$ cat src/rtl/serial_adder_pkg.sv
// -----------------------------------------------------------------------------
// serial_adder_pkg
//
// Shared definitions for the bit-serial adder:
//   - state_e      : FSM state encoding (IDLE, SHIFT, DONE)
//   - cnt_width()  : bit-counter width for a given operand width
//   - WIDTH_MIN/MAX: legal operand width range
//
// No ports (package).
// -----------------------------------------------------------------------------
package serial_adder_pkg;

  localparam int WIDTH_MIN = 2;
  localparam int WIDTH_MAX = 64;

  typedef enum logic [1:0] {
    IDLE  = 2'd0,
    SHIFT = 2'd1,
    DONE  = 2'd2
  } state_e;

  // The counter only has to reach WIDTH-1, so $clog2(WIDTH) bits are enough.
  // The guard keeps the width at least 1 if the function is ever called with
  // a degenerate value.
  function automatic int cnt_width(input int width);
    if (width < WIDTH_MIN) begin
      return 1;
    end
    return $clog2(width);
  endfunction

endpackage

$ cat src/rtl/fa_cell.sv
// -----------------------------------------------------------------------------
// fa_cell
//
// One-bit combinational full adder: the only arithmetic element of the serial
// adder datapath.
//
// Ports:
//   a, b, cin : input  1  addend bits and carry-in
//   s         : output 1  sum bit
//   co        : output 1  carry-out
// -----------------------------------------------------------------------------
module fa_cell (
  input  logic a,
  input  logic b,
  input  logic cin,
  output logic s,
  output logic co
);

  logic p;

  // Propagate term is shared between the sum and carry equations.
  assign p  = a ^ b;
  assign s  = p ^ cin;
  assign co = (a & b) | (cin & p);

endmodule

$ cat src/rtl/bit_serial_adder.sv
// -----------------------------------------------------------------------------
// bit_serial_adder
//
// Adds two WIDTH-bit operands LSB-first, one bit per clock, using a single
// full-adder cell and a carry flip-flop. Result {cout, sum} = a + b + cin.
//
// Optional feature macro: SERIAL_ADDER_SUB_EN
//   When defined, a 'sub' port exists; sub=1 at acceptance computes a - b
//   (B register loads ~b, carry loads 1, cin ignored; cout=1 means no borrow).
//   When undefined the block is add-only and the B load path is a plain copy.
//
// Handshake: start is sampled only in IDLE or DONE; the edge that samples it
// high captures a, b, cin (and sub) and begins SHIFT. Starts seen in SHIFT are
// ignored. done pulses for one cycle when sum/cout are valid; sum/cout hold
// until the next accepted start begins overwriting them.
//
// Ports:
//   clk          : input  1      rising-edge clock
//   reset_n      : input  1      asynchronous active-low reset
//   start        : input  1      request
//   a, b         : input  WIDTH  operands
//   cin          : input  1      carry-in
//   sub          : input  1      subtract mode (SERIAL_ADDER_SUB_EN only)
//   busy         : output 1      high while bits are processed
//   done         : output 1      one-cycle result-valid pulse
//   sum          : output WIDTH  result
//   cout         : output 1      final carry-out
//   serial_out   : output 1      current sum bit, LSB first
//   serial_valid : output 1      qualifies serial_out (equals busy)
//   dbg_state    : output 2      FSM state (state_e encoding), for observation
// -----------------------------------------------------------------------------
module bit_serial_adder
  import serial_adder_pkg::*;
#(
  parameter int WIDTH = 8
) (
  input  logic             clk,
  input  logic             reset_n,
  input  logic             start,
  input  logic [WIDTH-1:0] a,
  input  logic [WIDTH-1:0] b,
  input  logic             cin,
`ifdef SERIAL_ADDER_SUB_EN
  input  logic             sub,
`endif
  output logic             busy,
  output logic             done,
  output logic [WIDTH-1:0] sum,
  output logic             cout,
  output logic             serial_out,
  output logic             serial_valid,
  output logic [1:0]       dbg_state
);

  localparam int CW = cnt_width(WIDTH);
  localparam logic [CW-1:0] LAST_BIT = CW'(WIDTH - 1);

  // ---------------------------------------------------------------------------
  // State and datapath registers
  // ---------------------------------------------------------------------------
  state_e           state_q, state_d;
  logic [WIDTH-1:0] a_q, a_d;
  logic [WIDTH-1:0] b_q, b_d;
  logic [WIDTH-1:0] sum_q, sum_d;
  logic             carry_q, carry_d;
  logic             cout_q, cout_d;
  logic [CW-1:0]    cnt_q, cnt_d;

  logic             fa_s;
  logic             fa_co;
  logic             b_load_bit_unused;
  logic [WIDTH-1:0] b_load;
  logic             carry_load;

  // ---------------------------------------------------------------------------
  // The single full-adder cell: always looks at the operand LSBs and carry.
  // ---------------------------------------------------------------------------
  fa_cell u_fa (
    .a   (a_q[0]),
    .b   (b_q[0]),
    .cin (carry_q),
    .s   (fa_s),
    .co  (fa_co)
  );

  // ---------------------------------------------------------------------------
  // Operand-B / carry load values. Subtraction is two's complement: a + ~b + 1.
  // ---------------------------------------------------------------------------
`ifdef SERIAL_ADDER_SUB_EN
  assign b_load     = sub ? ~b : b;
  assign carry_load = sub ? 1'b1 : cin;
`else
  assign b_load     = b;
  assign carry_load = cin;
`endif
  assign b_load_bit_unused = 1'b0;

  // ---------------------------------------------------------------------------
  // Next-state / datapath logic
  // ---------------------------------------------------------------------------
  always_comb begin
    state_d = state_q;
    a_d     = a_q;
    b_d     = b_q;
    sum_d   = sum_q;
    carry_d = carry_q;
    cout_d  = cout_q;
    cnt_d   = cnt_q;

    case (state_q)
      // IDLE and DONE both accept a new request; DONE falls back to IDLE
      // otherwise, which gives back-to-back operation without a dead cycle.
      IDLE, DONE: begin
        if (start) begin
          a_d     = a;
          b_d     = b_load;
          carry_d = carry_load;
          cnt_d   = '0;
          state_d = SHIFT;
        end else begin
          state_d = IDLE;
        end
      end

      SHIFT: begin
        // Sum bits enter at the MSB end so that after WIDTH shifts bit 0 of
        // the operands sits at sum[0].
        sum_d   = {fa_s, sum_q[WIDTH-1:1]};
        carry_d = fa_co;
        a_d     = {1'b0, a_q[WIDTH-1:1]};
        b_d     = {1'b0, b_q[WIDTH-1:1]};
        cnt_d   = cnt_q + CW'(1);
        if (cnt_q == LAST_BIT) begin
          cout_d  = fa_co;
          state_d = DONE;
        end
      end

      default: begin
        state_d = IDLE;
      end
    endcase
  end

  // ---------------------------------------------------------------------------
  // Registers
  // ---------------------------------------------------------------------------
  always_ff @(posedge clk or negedge reset_n) begin
    if (!reset_n) begin
      state_q <= IDLE;
      a_q     <= '0;
      b_q     <= '0;
      sum_q   <= '0;
      carry_q <= 1'b0;
      cout_q  <= 1'b0;
      cnt_q   <= '0;
    end else begin
      state_q <= state_d;
      a_q     <= a_d;
      b_q     <= b_d;
      sum_q   <= sum_d;
      carry_q <= carry_d;
      cout_q  <= cout_d;
      cnt_q   <= cnt_d;
    end
  end

  // ---------------------------------------------------------------------------
  // Outputs. busy/done are decodes of the state flop. serial_out is gated by
  // busy so that leftover carry in IDLE/DONE never shows on the serial pin.
  // ---------------------------------------------------------------------------
  assign busy         = (state_q == SHIFT);
  assign done         = (state_q == DONE);
  assign sum          = sum_q;
  assign cout         = cout_q;
  assign serial_valid = busy;
  assign serial_out   = busy & fa_s & ~b_load_bit_unused;
  assign dbg_state    = state_q;

endmodule

$ cat config.mk
export PLATFORM = sky130hd
export DESIGN_NAME = bit_serial_adder
export DESIGN_NICKNAME = d
export VERILOG_FILES = /design/src/rtl/serial_adder_pkg.sv /design/src/rtl/fa_cell.sv /design/src/rtl/bit_serial_adder.sv
export SDC_FILE = /design/constraint.sdc
export NUM_CORES = 1
export LEC_CHECK = 0
export ABC_AREA = 1
export CORE_ASPECT_RATIO = 0.9
export CORE_MARGIN = 3
export CORE_UTILIZATION = 49
export CTS_BUF_LIST = sky130_fd_sc_hd__clkbuf_4 sky130_fd_sc_hd__clkbuf_8 sky130_fd_sc_hd__clkbuf_16
export CTS_CLUSTER_SIZE = 28
export DETAILED_ROUTE_END_ITERATION = 8
export PLACE_DENSITY = 0.78
export SYNTH_ARGS = -nofsm -noshare
export SYNTH_HDL_FRONTEND = slang
export SYNTH_SLANG_ARGS = --single-unit
$ cat constraint.sdc
create_clock -name clk -period 1.5 [get_ports clk]
set_clock_uncertainty 0.1 [all_clocks]
set_input_delay 0.225 -clock clk [delete_from_list [all_inputs] [get_ports clk]]
set_output_delay 0.225 -clock clk [all_outputs]
set_load 0.05 [all_outputs]
==> Yosys cells after proc, flatten, opt, wreduce, memory -nomap -nowiden <==
Cells that the tools add are included.
{ "op_classes": {"n_mux": 11, "reduce_logical": 5, "n_addsub": 1, "n_eq_ne": 5, "bitwise_logic": 6} }
{ "ops": {"columns": ["op", "n"], "rows": [
  ["8-bit case mux with 2 select lines", 2],
  ["8-bit two-way mux", 2],
  ["3-bit case mux with 2 select lines", 1],
  ["2-bit case mux with 2 select lines", 1],
  ["2-bit AND reduction", 2],
  ["3-bit by 1-bit adder with 3-bit output (second input constant)", 1],
  ["1-bit bitwise AND", 3],
  ["3-bit == test (second input constant)", 1],
  ["3-bit two-way mux", 1],
  ["2-bit by 1-bit == test with 1-bit output (second input constant)", 1],
  ["2-bit == test (second input constant)", 1],
  ["2-bit logical NOT", 1],
  ["1-bit two-way mux", 2],
  ["2-bit two-way mux", 1],
  ["2-bit by 1-bit != test with 1-bit output (second input constant)", 1],
  ["2-bit != test (second input constant)", 1],
  ["1-bit case mux with 2 select lines", 1],
  ["2-bit nonzero test", 1],
  ["2-bit OR reduction", 1],
  ["1-bit XOR", 2],
  ["1-bit bitwise OR", 1]
]} }
{ "totals": {"regBits": 31, "input_bits": 20, "output_inout_bits": 15} }

==> Depth between registers and ports, before layout <==
Gate-level depths: netlist of the first run.
{ "logic_depth": {"ltp_word": 4, "mapped_depth": 8, "depth_no_buf": 6} }

==> By module <==
A second synthesis of the first run with hierarchy kept.
{ "unflattened": {"hier_cells": 198, "hier_area_um2": 1552.7} }
{ "modules_own_cells": {"columns": ["module", "n_inst", "cells_per_inst", "area_each_um2"], "rows": [
  ["bit_serial_adder", 1, 197, 1532.7],
  ["fa_cell", 1, 1, 20.0]
]} }

==> Worst setup path after synthesis of the first run <==
OpenSTA, ideal clock, no wires.
{ "synth_path": {"path_kind": "register -> output", "startpoint": "reg state_q[0], in the netlist dbg_state[0]", "endpoint": "out serial_out", "t_required_ns": 1.175, "stages_incl_launch_ff": 6, "path_buffers": 3, "arrival_ns": 1.841, "path_slack_ns": -0.666, "cell_sequence": "dfrtp_1 -> buf_6 -> nand2_2 -> buf_6 -> buf_4 -> nor2_1"} }
{ "synth_between": {"elab_chain_cells": 2} }
{ "synth_rtl": {"columns": ["element", "line_no", "rtl"], "rows": [
  ["start, declared", "bit_serial_adder.sv:61", "state_e state_q, state_d;"],
  ["start signal, assigned", "bit_serial_adder.sv:158", "state_q <= state_d;"],
  ["2-bit by 1-bit == test with 1-bit output", "bit_serial_adder.sv:172", "assign busy = (state_q == SHIFT);"],
  ["1-bit bitwise AND", "bit_serial_adder.sv:177", "assign serial_out = busy & fa_s & ~b_load_bit_unused;"],
  ["end, declared", "bit_serial_adder.sv:50", "output logic serial_out,"]
]} }
No other way between the ends.

==> Worst setup path in the final report of the first run <==
{ "layout_path": {"startpoint": "reg b_q[0]", "endpoint": "out serial_out"} }
{ "layout_between": {"elab_chain_cells": 3} }
{ "layout_rtl": {"columns": ["element", "line_no", "rtl"], "rows": [
  ["start, declared", "bit_serial_adder.sv:63", "logic [WIDTH-1:0] b_q, b_d;"],
  ["start signal, assigned", "bit_serial_adder.sv:152", "b_q <= '0;"],
  ["start signal, assigned", "bit_serial_adder.sv:160", "b_q <= b_d;"],
  ["1-bit XOR", "fa_cell.sv:23", "assign p = a ^ b;"],
  ["1-bit XOR", "fa_cell.sv:24", "assign s = p ^ cin;"],
  ["named net fa_s", "bit_serial_adder.sv:69", "logic fa_s;"],
  ["1-bit bitwise AND", "bit_serial_adder.sv:177", null]
]} }
The timed path passes the listed nets, and every way through them passes these cells.

==> results by group, run 1 <==
Routing
  • Final wirelength: 3690 um
  • DRT iter0 DRCs: 59
  • DRC viols: 0
  • Post-route ant nets: 0
  • Pre-antenna DRT Iters: 4
  • Routed wire length per instance: 12.9 um
  • Via Count: 1,436
  • Vias/cell: 5.02

Floorplan
  • Starting Density: 0.539
  • Placeable Area: 0.00288 mm^2
  • Die Ht: 59.4 um
  • Die Wd: 65.3 um
  • Die area: 0.00388 mm^2
  • I/O pin total: 35
  • FP Rows: 18

Global route
  • Aggregate global-route resource usage: 0.208
  • Initial antenna violation count: 0
  • Largest net degree at the start of global routing: 32
  • First-pass GRT wire length: 6110 um
  • Vias in the first global route: 1,422
  • Global route overflow: 0

Synthesis
  • Post-synthesis mux area share: 0
  • FF+latch count, synth: 31
  • Largest area contributor in the netlist: dfrtp_1
  • Yosys top cell area share: 0.500
  • Count leader, synth: nand2_1
  • Distinct cells, synth: 18
  • Largest family of logic cells by synthesized area: simple AND/OR/NAND/NOR gates
  • Top_reg_cell synth: dfrtp_1
  • Syn avg cell area: 7.84 um^2
  • Syn Nets: 221
  • Simple-gate area share of the yosys netlist: 0.284
  • Synthesized area: 0.00155 mm^2
  • Seq/Total Area, Yosys: 0.500
  • Post-synth top cells: 65 x nand2_1, 36 x inv_1, 31 x dfrtp_1
  • Post-synthesis compound-gate area fraction: 0.0387
  • Post-Syn Instances: 198
  • Post-synth EDFFs: 0
  • Synth area leaders: dfrtp_1 50%, nand2_1 16%, nand3_1 9.7%
  • Synth Area in XOR/XNOR: 0
  • Adder-cell share of the synthesized area: 0.0290
  • Synthesis Warnings: 0
  • Async S/R FF share, synth: 1.00

Placed design
  • Final GP Congestion: 0.824
  • Number of buffers added on ports: 34
  • Inst Count DP: 271
  • Detailed Place HPWL: 2670 um

Layout
  • Non-Filler Instances: 286
  • Fillers: 201
  • Antenna Cells: 0
  • Area grow syn2layout: 47.2%
  • # nets final: 268
  • Layout cell share with drive strength beyond 1: 0.207

Power
  • Share of total power in the clock network: 0.117
  • PwrDens: 2590 mW/mm^2
  • Leakage: 1.22 nW
  • Combinational share of power: 0.616
  • Flop pwr share: 0.266
  • P_sw: 2.66 mW
  • Switching Fraction: 0.450
  • Worst ir drop on vdd: 1.32 mV
  • Pwr Total: 5.91 mW
  • Internal power: 3.25 mW

Status
  • Failing checks: setup timing
  • Status: finished with violations

Worst setup path
  • Worst-case reg-to-reg path depth: 5
  • Crit end category: output pin
  • Arrival @ worst endpoint: 1630 ps
  • Crit path max fanout: 2
  • Startpoint types: flop
  • CP Data Required Time: 1170 ps
  • Flop-to-flop setup slack: 130 ps
  • Critical path class: flop to output pin
  • Worst r2r src: b_q[0]
  • Reg2reg end: carry_q

STA
  • Highest clock rate: 511 MHz
  • RSZ-0062 raised after global routing: true
  • Final setup violation count: 5
  • Min cycle time layout: 1960 ps
  • Final hold violations: 0
  • Max-slew violation count: 0
  • PnR worst setup slack: -457 ps
  • Worst slew margin: 0.844
  • Worst-Margin Slew: 231 ps
  • Total negative setup slack: -832 ps
  • Final period util: 1.30

Min path
  • Hold crit path type: input pin to asynchronous set/reset pin

Clocking
  • Clock latency at the later pin of the worst-skew pair: 340 ps
  • CTS sink cnt: 31
  • Post-CTS Hold Buffers: 0
  • Root Driver: clkbuf_4
  • CTS tree: built
  • Clk pin slew, worst setup/hold paths: 100 ps
  • CTS Buffer Depth: 2
  • Num CTS Buffers: 5
  • Number of H-tree levels: 2

Job
  • Max Cap Viol: 0
[power by group through the flow]
stage	clock, mW	sequential, mW	combinational, mW
floorplan	0	1.87	1.86
global placement	0	1.55	3.32
detailed placement	0	1.59	3.45
CTS	0.697	1.57	3.63
global route	0.755	1.61	3.94
finish	0.693	1.57	3.64
[final cells by class]
| cell class | count | area, um^2 | area share |
|---|---|---|---|
| well taps | 40 | 50.0 | 0.0219 |
| flip-flops and latches | 31 | 778 | 0.340 |
| clock buffers | 6 | 51.3 | 0.0224 |
| clock inverters | 2 | 35.0 | 0.0153 |
| repair buffers | 50 | 643 | 0.281 |
| multi-input cells | 118 | 574 | 0.251 |
| inverters | 39 | 154 | 0.0673 |
[logic make-up after synthesis]
| family | count (synthesis) |
|---|---|
| fa+ha+maj | 3 |
| flops | 31 |
| simple gates | 103 |
| compound gates | 12 |
| buf+inv | 49 |
[worst max-delay path, cell delays in order (launching register included)]
cell	delay, ps
dfrtp_1	420
fa_1	570
inv_2	60
nor2_4	100
buf_12	140
[layer usage]
metal,wire (um),up-vias,track usage
met5,0,-,0
met4,117,0,0.0769
li1,-,691,-
met2,1940,63,0.388
met3,255,13,0.0607
met1,1380,669,0.224
[flip-flops by register name, summed over array words and instances, names as in the netlist]
name       cells
a_q            8
cout           1
cnt_q          3
b_q            8
carry_q        1
dbg_state      2
sum            8
[timing repair]
| item | CTS | global route |
|---|---|---|
| setup endpoints to repair | 5 | 5 |
| resized for setup | 7 | 0 |
| pin swaps | 0 | 2 |
| setup buffers | 6 | 1 |
[layout by cell type (no fill, tap or decap), drive strengths merged]
cell	count
dfrtp	31
clkinv	1
inv	39
nand2	68
bufinv	1
clkdlybuf4s50	19
ha	2
o21ai	11
a21oi	1
clkbuf	6
nor2	5
fa	1
nand3	30
buf	31
[per-stage QoR]
stage / area (um^2) / hold WS, ps / worst slack, ps / util
after global placement: 2130 / 358 / -49.5 / 0.738
after detailed placement: 2130 / 366 / -94.9 / 0.738
after floorplan: 1590 / -171 / -107 / -
final: 2290 / 145 / -457 / 0.793
after CTS: 2280 / 148 / -461 / 0.790
after global routing: 2290 / 145 / -514 / 0.793
[how the worst max path moves through the flow]
stage | startpoint | end | slack [ps] | cells past startpoint
finish | b_q[0] | serial_out | -460 | 4
detailed placement | carry_q | serial_out | -90 | 4
global route | b_q[0] | serial_out | -510 | 4
CTS | carry_q | serial_out | -460 | 4
global placement | carry_q | serial_out | -50 | 4
floorplan | dbg_state[0] | serial_out | -110 | 5
(Power assumes the default switching activity.)
==> inputs of run 2 (changes only) <==
--- a/config.mk
+++ b/config.mk
@@ -13,6 +13,7 @@
 export CTS_CLUSTER_SIZE = 28
 export DETAILED_ROUTE_END_ITERATION = 8
 export PLACE_DENSITY = 0.78
+export RECOVER_POWER = 25
 export SYNTH_ARGS = -nofsm -noshare
 export SYNTH_HDL_FRONTEND = slang
 export SYNTH_SLANG_ARGS = --single-unit
==> run 2 against run 1 <==
  * The flow still finishes with violations (setup timing)
  * Die area did not move
  * Register-to-register slack about the same
  * Cell area down 0.66%
  * Combinational power barely moved
  * Count of clock-buffer cells in the layout stayed put
  * Setup slack better by 1.2 ps
  * Cell count stayed put
  * Wire length fell by 0.19%
  * Core utilization is 0.52 points lower
  * Non-clock buffer count stayed put
  * Critical path depth did not move
  * First-iteration DRC count down 8.5%
==> results by group, run 2 (synthesis gave the netlist of run 1 again) <==
Status
  • Status: finished with violations (unchanged)
  • Failing checks: setup timing (unchanged)

Layout
  • Most frequent cells in the layout: 65 x nand2_1, 35 x inv_1, 30 x nand3_1 (unchanged)
  • Fillers: 202 (was 201)
  • Register area: 778 um^2 (unchanged)
  • Area grow syn2layout: 46.3% (was 47.2%)
  • Commonest non-fill, non-tap cell in the layout: nand2_1 (unchanged)
  • Util after Layout: 0.788 (was 0.793)
  • Multi-input gate area: 574 um^2 (unchanged)
  • Antenna Cells: 0 (unchanged)
  • # nets final: 268 (unchanged)
  • Layout cell share with drive strength beyond 1: 0.207 (unchanged)

Global route
  • Vias in the first global route: 1,422 (unchanged)
  • Largest net degree at the start of global routing: 32 (unchanged)
  • Aggregate global-route resource usage: 0.208 (unchanged)
  • Initial antenna violation count: 0 (unchanged)
  • Global route overflow: 0 (unchanged)
  • First-pass GRT wire length: 6110 um (unchanged)

STA
  • RSZ-0062 raised after global routing: true (unchanged)
  • Worst-Margin Slew: 747 ps (was 231 ps)
  • Final period util: 1.30 (about the same)
  • Final setup violation count: 5 (unchanged)
  • PnR worst setup slack: -455 ps (was -457 ps)
  • Max-slew violation count: 0 (unchanged)
  • Final hold violations: 0 (unchanged)
  • Worst slew margin: 0.502 (was 0.844)
  • Min cycle time layout: 1960 ps (about the same)
  • Highest clock rate: 511 MHz (about the same)

Clocking
  • Num CTS Buffers: 5 (unchanged)
  • Clk pin slew, worst setup/hold paths: 100 ps (about the same)
  • CTS sink cnt: 31 (unchanged)
  • Number of H-tree levels: 2 (unchanged)
  • Clock latency at the later pin of the worst-skew pair: 340 ps (about the same)
  • Post-CTS Hold Buffers: 0 (unchanged)
  • CTS Buffer Depth: 2 (unchanged)
  • CTS tree: built (unchanged)
  • Root Driver: clkbuf_4 (unchanged)

Power
  • Pwr Total: 5.91 mW (about the same)
  • PwrDens: 2600 mW/mm^2 (was 2590 mW/mm^2)
  • Worst ir drop on vdd: 1.33 mV (was 1.32 mV)
  • Leakage: 1.21 nW (was 1.22 nW)

Worst setup path
  • Crit path max fanout: 2 (unchanged)
  • Critical path's slowest cell: fa_1 (unchanged)
  • Critical path class: flop to output pin (unchanged)
  • Critical Path Max Stage Delay: 570 ps (about the same)
  • Startpoint types: flop (unchanged)
  • Crit end category: output pin (unchanged)
  • Worst Path Buf+Inv: 2 (unchanged)
  • Critical path's top delay family: adder cells (unchanged)
  • Worst-path cell chain: fa_1 -> inv_2 -> nor2_4 -> buf_12 (unchanged)
  • Arrival @ worst endpoint: 1630 ps (about the same)
  • CP Data Required Time: 1170 ps (about the same)

Floorplan
  • Starting Density: 0.539 (unchanged)
  • Die Ht: 59.4 um (unchanged)
  • FP Rows: 18 (unchanged)
  • Die area: 0.00388 mm^2 (unchanged)
  • I/O pin total: 35 (unchanged)
  • Placeable Area: 0.00288 mm^2 (unchanged)
  • Die Wd: 65.3 um (unchanged)

Routing
  • DRC viols: 0 (unchanged)
  • DRT iter0 DRCs: 54 (was 59)
  • Post-route ant nets: 0 (unchanged)
  • Vias/cell: 5.03 (was 5.02)
  • Via Count: 1,438 (was 1,436)
  • Final wirelength: 3680 um (was 3690 um)
  • Pre-antenna DRT Iters: 4 (unchanged)
  • Routed wire length per instance: 12.9 um (about the same)

Placed design
  • Number of buffers added on ports: 34 (unchanged)
  • Detailed Place HPWL: 2670 um (unchanged)
  • Final GP Congestion: 0.824 (unchanged)

Job
  • Max Cap Viol: 0 (unchanged)

Min path
  • Hold crit path type: input pin to flop (was input pin to asynchronous set/reset pin)
## run 2: changes by cell type in the layout (fill, tap and decap cells not counted)
cell             before  now
dlygate4sd3_1         0    1
clkbuf_2              0    1
buf_12               17   16
clkdlybuf4s50_1      19   18
## run 2: final cells by class
cell class / instances / share of cell area
clock buffer: 6 / 0.0226
sequential: 31 / 0.343
tap: 40 / 0.0220
timing repair buffer: 50 / 0.277
clock inverter: 2 / 0.0154
multi-input combinational: 118 / 0.253
inverter: 39 / 0.0678
## run 2: worst paths after layout
| check | startpoint | end | slack (ps) | depth (start not counted) |
|---|---|---|---|---|
| worst min-delay path | b[7] | b_q[7] | 360 | 3 |
| worst min register to register | a_q[1] | a_q[1] | 390 | 2 |
| max in group asynchronous | reset_n | dbg_state[0] | 410 | 2 |
| worst max register to register | b_q[0] | carry_q | 140 | 5 |
| min in group asynchronous | reset_n | cout | 380 | 2 |
| worst max-delay path | b_q[0] | serial_out | -460 | 4 |
## run 2: where the power goes
part           switching (mW)  internal (mW)
Sequential              0.330           1.25
Combinational            2.03           1.61
Clock                   0.299          0.394
Total                    2.66           3.25
## run 2: stage by stage
step	setup WS, ps	std cells	setup TNS [ps]	cell area, um^2	hold WS [ps]
after floorplan	-107	198	-176	1590	-171
after global placement	-49.5	271	-49.5	2130	358
after detailed placement	-94.9	271	-94.9	2130	366
after CTS	-461	285	-870	2280	148
after global routing	-514	286	-1120	2270	356
final	-455	286	-837	2270	362
## run 2: what timing repair did
| item | in CTS | in global routing |
|---|---|---|
| setup endpoints to repair | 5 | 5 |
| resized for setup | 7 | 0 |
| setup buffers | 6 | 1 |
| gates cloned | 0 | 0 |
| pin swaps | 0 | 2 |
## run 2: per-layer routing
layer | GRT usage | wire length (um)
met4 | 0.0769 | 125
met2 | 0.388 | 1900
met1 | 0.224 | 1400
met5 | 0 | 0
met3 | 0.0607 | 253
## run 2: tightest hold or removal path, stage by stage
cell,delay [ps]
clkdlybuf4s50_1,390
nand2_1,60
o21ai_0,80
==> inputs of run 3 (changes only) <==
--- a/config.mk
+++ b/config.mk
@@ -12,7 +12,7 @@
 export CTS_BUF_LIST = sky130_fd_sc_hd__clkbuf_4 sky130_fd_sc_hd__clkbuf_8 sky130_fd_sc_hd__clkbuf_16
 export CTS_CLUSTER_SIZE = 28
 export DETAILED_ROUTE_END_ITERATION = 8
-export PLACE_DENSITY = 0.78
+export PLACE_DENSITY = 0.9
 export RECOVER_POWER = 25
 export SYNTH_ARGS = -nofsm -noshare
 export SYNTH_HDL_FRONTEND = slang
==> run 3 against run 2 <==
  * The flow still finishes with violations (setup timing)
  * Sequential share of layout area increased by 0.29 points
  * Clock power is 23% lower
  * First-iteration DRC count grew 89%
  * Non-clock buffer count up 2
==> results by group, run 3 (synthesis gave the netlist of run 1 again) <==
Floorplan
  • Die Ht: 59.4 um (unchanged)
  • Die Wd: 65.3 um (unchanged)
  • I/O pin total: 35 (unchanged)
  • Placeable Area: 0.00288 mm^2 (unchanged)
  • FP Rows: 18 (unchanged)
  • Die area: 0.00388 mm^2 (unchanged)
  • Starting Density: 0.539 (unchanged)

Worst setup path
  • Critical Path Max Stage Delay: 560 ps (was 570 ps)
  • CP Data Required Time: 1170 ps (about the same)
  • Reg2reg end: b_q[0] (was carry_q)
  • Worst-path cell chain: fa_1 -> inv_2 -> nor2_4 -> buf_12 (unchanged)
  • Flop-to-flop setup slack: 130 ps (was 140 ps)
  • Critical path's slowest cell: fa_1 (unchanged)
  • CP startpoint: a_q[0] (was b_q[0])
  • Worst-case reg-to-reg path depth: 6 (was 5)
  • Worst Path Buf+Inv: 2 (unchanged)
  • Worst r2r src: dbg_state[1] (was b_q[0])
  • Startpoint types: flop (unchanged)
  • Critical path's top delay family: adder cells (unchanged)
  • Arrival @ worst endpoint: 1610 ps (was 1630 ps)
  • WP depth: 4 (unchanged)
  • Critical path class: flop to output pin (unchanged)
  • Crit path max fanout: 2 (unchanged)
  • Crit end category: output pin (unchanged)

Layout
  • Fillers: 215 (was 202)
  • Multi-input gate area: 574 um^2 (unchanged)
  • Non-Filler Instances: 288 (was 286)
  • # nets final: 270 (was 268)
  • Antenna Cells: 0 (unchanged)
  • Commonest non-fill, non-tap cell in the layout: nand2_1 (unchanged)
  • Area grow syn2layout: 45.0% (was 46.3%)
  • Layout cell share with drive strength beyond 1: 0.214 (was 0.207)
  • Register area: 778 um^2 (unchanged)
  • Most frequent cells in the layout: 65 x nand2_1, 35 x inv_1, 30 x nand3_1 (unchanged)

Power
  • Switching Fraction: 0.465 (was 0.450)
  • PwrDens: 2560 mW/mm^2 (was 2600 mW/mm^2)
  • Leakage: 1.21 nW (about the same)
  • Worst ir drop on vdd: 1.28 mV (was 1.33 mV)
  • Pwr Total: 5.77 mW (was 5.91 mW)
  • P_sw: 2.68 mW (was 2.66 mW)
  • Internal power: 3.08 mW (was 3.25 mW)
  • Combinational share of power: 0.638 (was 0.616)
  • Share of total power in the clock network: 0.093 (was 0.117)
  • Flop pwr share: 0.269 (was 0.267)

Routing
  • Vias/cell: 5.05 (was 5.03)
  • Pre-antenna DRT Iters: 4 (unchanged)
  • DRT iter0 DRCs: 102 (was 54)
  • Post-route ant nets: 0 (unchanged)
  • Routed wire length per instance: 13.4 um (was 12.9 um)
  • Final wirelength: 3850 um (was 3680 um)
  • DRC viols: 0 (unchanged)
  • Via Count: 1,453 (was 1,438)

STA
  • Final hold violations: 0 (unchanged)
  • RSZ-0062 raised after global routing: true (unchanged)
  • Final setup violation count: 4 (was 5)
  • Min cycle time layout: 1940 ps (was 1960 ps)
  • PnR worst setup slack: -436 ps (was -455 ps)
  • Worst-Margin Slew: 766 ps (was 747 ps)
  • Worst slew margin: 0.489 (was 0.502)
  • Max-slew violation count: 0 (unchanged)
  • Final period util: 1.29 (was 1.30)
  • Total negative setup slack: -597 ps (was -837 ps)
  • Highest clock rate: 517 MHz (was 511 MHz)

Job
  • Max Cap Viol: 0 (unchanged)

Global route
  • Busiest metal layer after global routing: met2 (unchanged)
  • Met2 Use GR: 0.405 (was 0.388)
  • Vias in the first global route: 1,535 (was 1,422)
  • Aggregate global-route resource usage: 0.230 (was 0.208)
  • GR Util met1: 0.252 (was 0.224)
  • Met3 Resource Use GR: 0.0683 (was 0.0607)
  • Largest net degree at the start of global routing: 32 (unchanged)
  • First-pass GRT wire length: 6640 um (was 6110 um)
  • Initial antenna violation count: 0 (unchanged)
  • Global route overflow: 0 (unchanged)

Placed design
  • Final GP Congestion: 0.792 (was 0.824)
  • Detailed Place HPWL: 2600 um (was 2670 um)
  • Inst Count DP: 273 (was 271)
  • Number of buffers added on ports: 34 (unchanged)

Min path
  • Hold Path Depth: 3 (unchanged)
  • Hold Crit Start: a[7] (was b[7])
  • WHS Endpoint: a_q[7] (was b_q[7])
  • Hold crit path type: input pin to flop (unchanged)

Clocking
  • CTS Buffer Depth: 2 (unchanged)
  • Post-CTS Hold Buffers: 0 (unchanged)
  • CTS tree: built (unchanged)
  • Root Driver: clkbuf_4 (unchanged)
  • Clock latency at the later pin of the worst-skew pair: 350 ps (was 340 ps)
  • Num CTS Buffers: 5 (unchanged)
  • Clk pin slew, worst setup/hold paths: 110 ps (was 100 ps)
  • Number of H-tree levels: 2 (unchanged)
  • CTS sink cnt: 31 (unchanged)

Status
  • Failing checks: setup timing (unchanged)
  • Status: finished with violations (unchanged)
[run 3: what timing repair did]
item                                    CTS  global route
endpoints found under the setup margin    4             5
gates cloned                              0             0
buffers inserted                          5             2
endpoints found under the hold margin     0             0
pin swaps                                 1             1
gates resized for setup                   7             0
[run 3: power groups by stage]
stage | clock, mW | combinational [mW] | sequential [mW]
2_1_floorplan | 0 | 1.86 | 1.87
3_3_place_gp | 0 | 3.32 | 1.53
3_5_place_dp | 0 | 3.46 | 1.56
4_1_cts | 0.537 | 3.62 | 1.55
5_1_grt | 0.578 | 4.01 | 1.61
6_report | 0.536 | 3.68 | 1.55
[run 3: cell type report]
| class | count | area share |
|---|---|---|
| Multi-Input combinational cell | 118 | 0.255 |
| Tap cell | 40 | 0.0222 |
| Clock buffer | 7 | 0.0261 |
| Inverter | 39 | 0.0672 |
| Clock inverter | 1 | 0.00222 |
| Sequential cell | 31 | 0.346 |
| Timing Repair Buffer | 52 | 0.282 |
[run 3: through the flow]
step / setup slack [ps] / util / hold WS, ps / area (um^2)
2_1_floorplan: -107 / - / -171 / 1590
3_3_place_gp: -44.2 / 0.739 / 358 / 2130
3_5_place_dp: -78.4 / 0.739 / 365 / 2130
4_1_cts: -437 / 0.781 / 144 / 2250
5_1_grt: -481 / 0.781 / 363 / 2250
6_report: -436 / 0.781 / 347 / 2250
[run 3: routing by layer]
layer  share of wire  wire (um)
met5               0          0
met4           0.030        115
met3           0.066        252
met2            0.52       2000
met1            0.38       1480
[run 3: how the worst max path moves through the flow]
stage | endpoint | slack, ps
2_1_floorplan | serial_out | -110
3_3_place_gp | serial_out | -40
3_5_place_dp | serial_out | -80
4_1_cts | serial_out | -440
5_1_grt | serial_out | -480
6_report | serial_out | -440
[run 3: tightest hold or removal path, cell delays in order]
cell             delay [ps]
clkdlybuf4s50_1         390
nand2_1                  70
o21ai_0                  70
==> edit 1: new RTL, flow settings as in run 1 <==
The parameter `WIDTH` goes from 8 to 12.
--- a/src/rtl/bit_serial_adder.sv
+++ b/src/rtl/bit_serial_adder.sv
@@ -33,5 +33,5 @@
   import serial_adder_pkg::*;
 #(
-  parameter int WIDTH = 8
+  parameter int WIDTH = 12
 ) (
   input  logic             clk,
Interface: changed (resized a, b and sum); port bits go from 35 to 47. No check against the original RTL was run, so the function may have changed too.
==> edit 1 against run 1 <==
  * The flow still finishes with violations (setup timing)
  * Final area increased by 30%
  * Synthesized area up 29%
  * Setup slack improved by 0.087 ns
  * Sequential cell count up 13
  * Synthesized cell count up 34%
  * Count of clock-buffer cells in the layout unchanged
  * Combinational power is 8.0% higher
  * Wire length is 19% higher
  * Total power grew 14%
  * Largest power group unchanged
==> edit 1: results (changes against run 1) <==
outcome: finished, violations left
failing checks: setup timing
DRT iter0 DRCs: 121 (+110%)
largest net degree at the start of global routing: 28 (-13%)
nets: 355 (+32%)
LEAKAGE: 1.57 nW (+29%)
Total Routing Usage GR: 0.201 (-0.00694)
Final setup violation count: 3 (-2)
GR Util met1: 0.264 (+0.0402)
DP Wirelength: 2.94 mm (+10%)
first-pass GRT wire length: 7.47 mm (+22%)
sequential area share after synthesis: 0.548 (+0.0480)
Post-CTS Setup Bufs: 5 (-1)
Vias: 1,730 (+20%)
Slew HR: 0.831 (-0.0129)
synth top area cells: dfrtp_1 55%, nand2_1 27%, inv_1 6.2%, o21ai_0 3.0%, buf_2 1.5%
Vias per Instance: 4.68 (-6.9%)
Mapped Nets: 295 (+33%)
CP max stage delay: 0.55 ns (-0.02 ns)
PnR worst setup slack: -0.370 ns (+0.0868 ns)
Placed Cells: 355 (+31%)
worst vdd ir: 1350 uV (+2.2%)
Skew-Pair Late Insertion Delay: 0.29 ns (-0.05 ns)
number of gates resized after cts: 3 (-4)
vias in the first global route: 1,599 (+12%)
routability cong.: 0.756 (-8.3%)
met2 Usage GRT: 0.330 (-0.0585)
drt wl/cell: 11.9 um (-7.6%)
Root Buffer: clkbuf_8
Post-Synthesis Cells: 265 (+34%)
CTS Hold Bufs: 1 (+1)
port bufs: 46 (+35%)
Netlist cell types: 17 (-1)
CTS clk-pin slew, worst paths: 0.08 ns (-0.02 ns)
[edit 1: changes by cell type in the layout (fill, tap and decap cells not counted), moves of 3 or more]
cell / run 1 / this run
o21ai_1: 6 / 0
clkdlybuf4s50_1: 19 / 26
nand3_1: 30 / 5
nand2_1: 65 / 146
nand2_4: 3 / 0
buf_12: 17 / 22
buf_4: 12 / 9
clkbuf_8: 1 / 5
inv_1: 35 / 32
o21ai_0: 5 / 12
clkbuf_4: 5 / 1
dfrtp_1: 29 / 42
[edit 1: per-layer routing]
layer	share of wire	up-vias
li1	-	897
met1	0.44	790
met2	0.50	38
met3	0.050	5
met4	0.011	0
met5	0	-
[edit 1: cell families (layout without fill, tap and decap cells)]
group | after synthesis | in the layout | synth area share
flip-flops | 44 | 44 | 0.548
AND/OR/NAND/NOR | 159 | 159 | 0.305
AO/OA/AOI/OAI | 14 | 14 | 0.0361
adder cells (fa/ha/maj) | 2 | 2 | 0.0162
buffers and inverters | 46 | 105 | 0.0952
[edit 1: metrics by stage]
step                      hold WS (ns)  instance area [um^2]  setup WS, ns  power, W
after global routing             0.237                  2960        -0.446   0.00727
after floorplan                 -0.171                  2030       -0.0607   0.00422
after global placement       -0.000258                  2770       -0.0452   0.00562
after detailed placement       0.00242                  2770       -0.0866   0.00572
after CTS                        0.222                  2930        -0.377   0.00671
final                            0.222                  2960        -0.370   0.00675
[edit 1: worst paths after layout]
check	from	endpoint	slack, ns	depth (start not counted)
max	carry_q	serial_out	-0.37	4
min	reset_n	carry_q	0.22	2
max reg2reg	carry_q	sum[11]	0.09	4
min reg2reg	a_q[1]	a_q[1]	0.38	2
max in group asynchronous	reset_n	dbg_state[0]	0.64	3
min in group clk	b[11]	b_q[11]	0.38	3
[edit 1: worst max-delay path: cells and delay by family, from the launching register on]
kind,cells,cell delay (ns)
adder cells (fa/ha/maj),1,0.55
AND/OR/NAND/NOR,1,0.11
buffers and inverters,2,0.19
flip-flops,1,0.40
[edit 1: power groups by stage]
stage | Clock, W | Sequential, W | Combinational (W)
final | 0.000686 | 0.00213 | 0.00393
after CTS | 0.000702 | 0.00213 | 0.00387
after global routing | 0.000759 | 0.00221 | 0.00430
after detailed placement | 0 | 0.00216 | 0.00356
after floorplan | 0 | 0.00255 | 0.00167
after global placement | 0 | 0.00215 | 0.00348
[edit 1: final cells by class]
| type | count | area, um^2 |
|---|---|---|
| inverters | 36 | 138 |
| clock buffers | 6 | 76.3 |
| well taps | 46 | 57.6 |
| multi-input cells | 175 | 738 |
| repair buffers | 63 | 850 |
| flip-flops and latches | 44 | 1100 |
| fillers | 267 | 873 |
==> edit 2: new RTL, config.mk and constraints of run 1 <==
Made on the original files. `sum_q` no longer has a reset.
--- a/src/rtl/bit_serial_adder.sv
+++ b/src/rtl/bit_serial_adder.sv
@@ -151,5 +151,4 @@
       a_q     <= '0;
       b_q     <= '0;
-      sum_q   <= '0;
       carry_q <= 1'b0;
       cout_q  <= 1'b0;
@@ -159,9 +158,12 @@
       a_q     <= a_d;
       b_q     <= b_d;
-      sum_q   <= sum_d;
       carry_q <= carry_d;
       cout_q  <= cout_d;
       cnt_q   <= cnt_d;
     end
+  end
+
+  always_ff @(posedge clk) begin
+    sum_q <= sum_d;
   end
 
Check against the original RTL: differs if reset_n is asserted again (counterexample within 4 cycles, from zero or initial values and one cycle with reset_n low); with reset_n held inactive, the same outputs for 10 cycles.
==> edit 2 against run 1 <==
  * Total power is 1.6% lower
  * Sequential cell count unchanged
  * The run still ends with setup timing left
  * Clock power decreased by 33%
  * Critical path type unchanged
  * Wire length grew 0.38%
  * Final area decreased by 4.0%
  * Setup slack lost 0.016 ns
  * Synthesized area is 3.6% lower
  * Global-route usage is 1.1 points lower
==> edit 2: results (changes against run 1) <==
met2 Usage GRT: 0.354 (-0.0338)
DRT iter0 DRCs: 49 (-17%)
Post-Synth Adder-Cell Area: 0.0301 (+0.00109)
synth top area cells: dfrtp_1 38%, edfxtp_1 16%, nand2_1 14%, nand3_1 10%, inv_1 8.3%
sequential share of power: 0.294 (+0.028)
final WL: 3.70 mm (+0.38%)
share of cells above drive strength 1: 0.232 (+0.0251)
inverters: 36 (-7.7%)
Final setup violation count: 4 (-1)
FFs w/ async S/R, synth: 0.742 (-0.258)
vias in the first global route: 1,243 (-13%)
final std cells w/o fill: 268 (-6.3%)
GR Util met1: 0.225 (+0.000602)
Post-Place Cell Area: 2060 um^2 (-3.0%)
Slew @ Worst Pin: 0.289 ns (+0.0580 ns)
Mapped Nets: 199 (-10%)
Fin Setup TNS: -0.716 ns (+0.116 ns)
met1 wire length: 1.43 mm (+3.3%)
DP Wirelength: 2.47 mm (-7.4%)
Non-Clock Buffer Area Fraction: 0.290 (+0.00886)
R2R setup slack: 0.08 ns (-0.05 ns)
first-pass GRT wire length: 5.56 mm (-9.0%)
top cells by count, synth: 55 x nand2_1, 33 x inv_1, 30 x nand3_1
Vias per Instance: 4.88 (-2.9%)
Post-CTS Setup Bufs: 7 (+1)
r2r endpoint: sum[6]
failing checks: setup timing
r2r startpoint: dbg_state[1]
compound-cell area share of the yosys netlist: 0.0167 (-0.0220)
Netlist cell types: 19 (+1)
Multi-In Gates: 101 (-14%)
largest net degree at the start of global routing: 24 (-25%)
Total Routing Usage GR: 0.197 (-0.0113)
pwr dens: 2650 nW/um^2 (+2.5%)
Internal Power: 0.00316 W (-2.8%)
met3 routed WL: 180 um (-29%)
nonclk buf count: 52 (+4.0%)
outcome: finished, violations left
number of gates resized after cts: 2 (-5)
pre-CTS setup slack: -0.109 ns (-0.0145 ns)
Routed met2 length: 1.99 mm (+2.8%)
area of the multi-input gates: 497 um^2 (-14%)
number of synthesized flops with an enable pin: 8 (+8)
Post-Synthesis Cells: 176 (-11%)
Fillers: 192 (-4.5%)
LEAKAGE: 1.14 nW (-6.0%)
sequential area share after synthesis: 0.545 (+0.0456)
worst vdd ir: 1190 uV (-10%)
routability cong.: 0.830 (+0.69%)
Worst EP arrival: 1.65 ns (+0.02 ns)
Switching Power: 0.00266 W (about the same)
nets: 250 (-6.7%)
r2r worst-path depth: 4 (-1)
PnR worst setup slack: -0.473 ns (-0.0164 ns)
sequential share of cell area: 0.373 (+0.0324)
met3 usage: 0.0477 (-0.0130)
Final clock-cell share: 0.0239 (-0.0138)
==> edit 2: cell count changes after synthesis <==
cell / before / now
buf_4: 3 / 2
o21ai_0: 5 / 2
nand2_1: 65 / 55
dfrtp_1: 31 / 23
inv_1: 36 / 33
o21ai_1: 6 / 2
buf_2: 2 / 1
edfxtp_1: 0 / 8
==> edit 2: worst max-delay path by stage <==
stage	start	end	slack (ns)	depth (start not counted)
after floorplan	dbg_state[0]	serial_valid	-0.23	4
after global placement	carry_q	serial_out	-0.07	4
after detailed placement	carry_q	serial_out	-0.11	4
after CTS	a_q[0]	serial_out	-0.46	4
after global routing	carry_q	serial_out	-0.53	4
final	carry_q	serial_out	-0.47	4
==> edit 2: cell families (layout without fill, tap and decap cells) <==
group,after synthesis,after routing
simple gates,93,93
buf+inv,44,96
flops,31,31
compound gates,5,5
fa+ha+maj,3,3
==> edit 2: critical path: stages, from the launching register on <==
cell,delay [ns]
dfrtp_1,0.43
fa_1,0.60
inv_2,0.06
nor2_4,0.10
buf_12,0.14
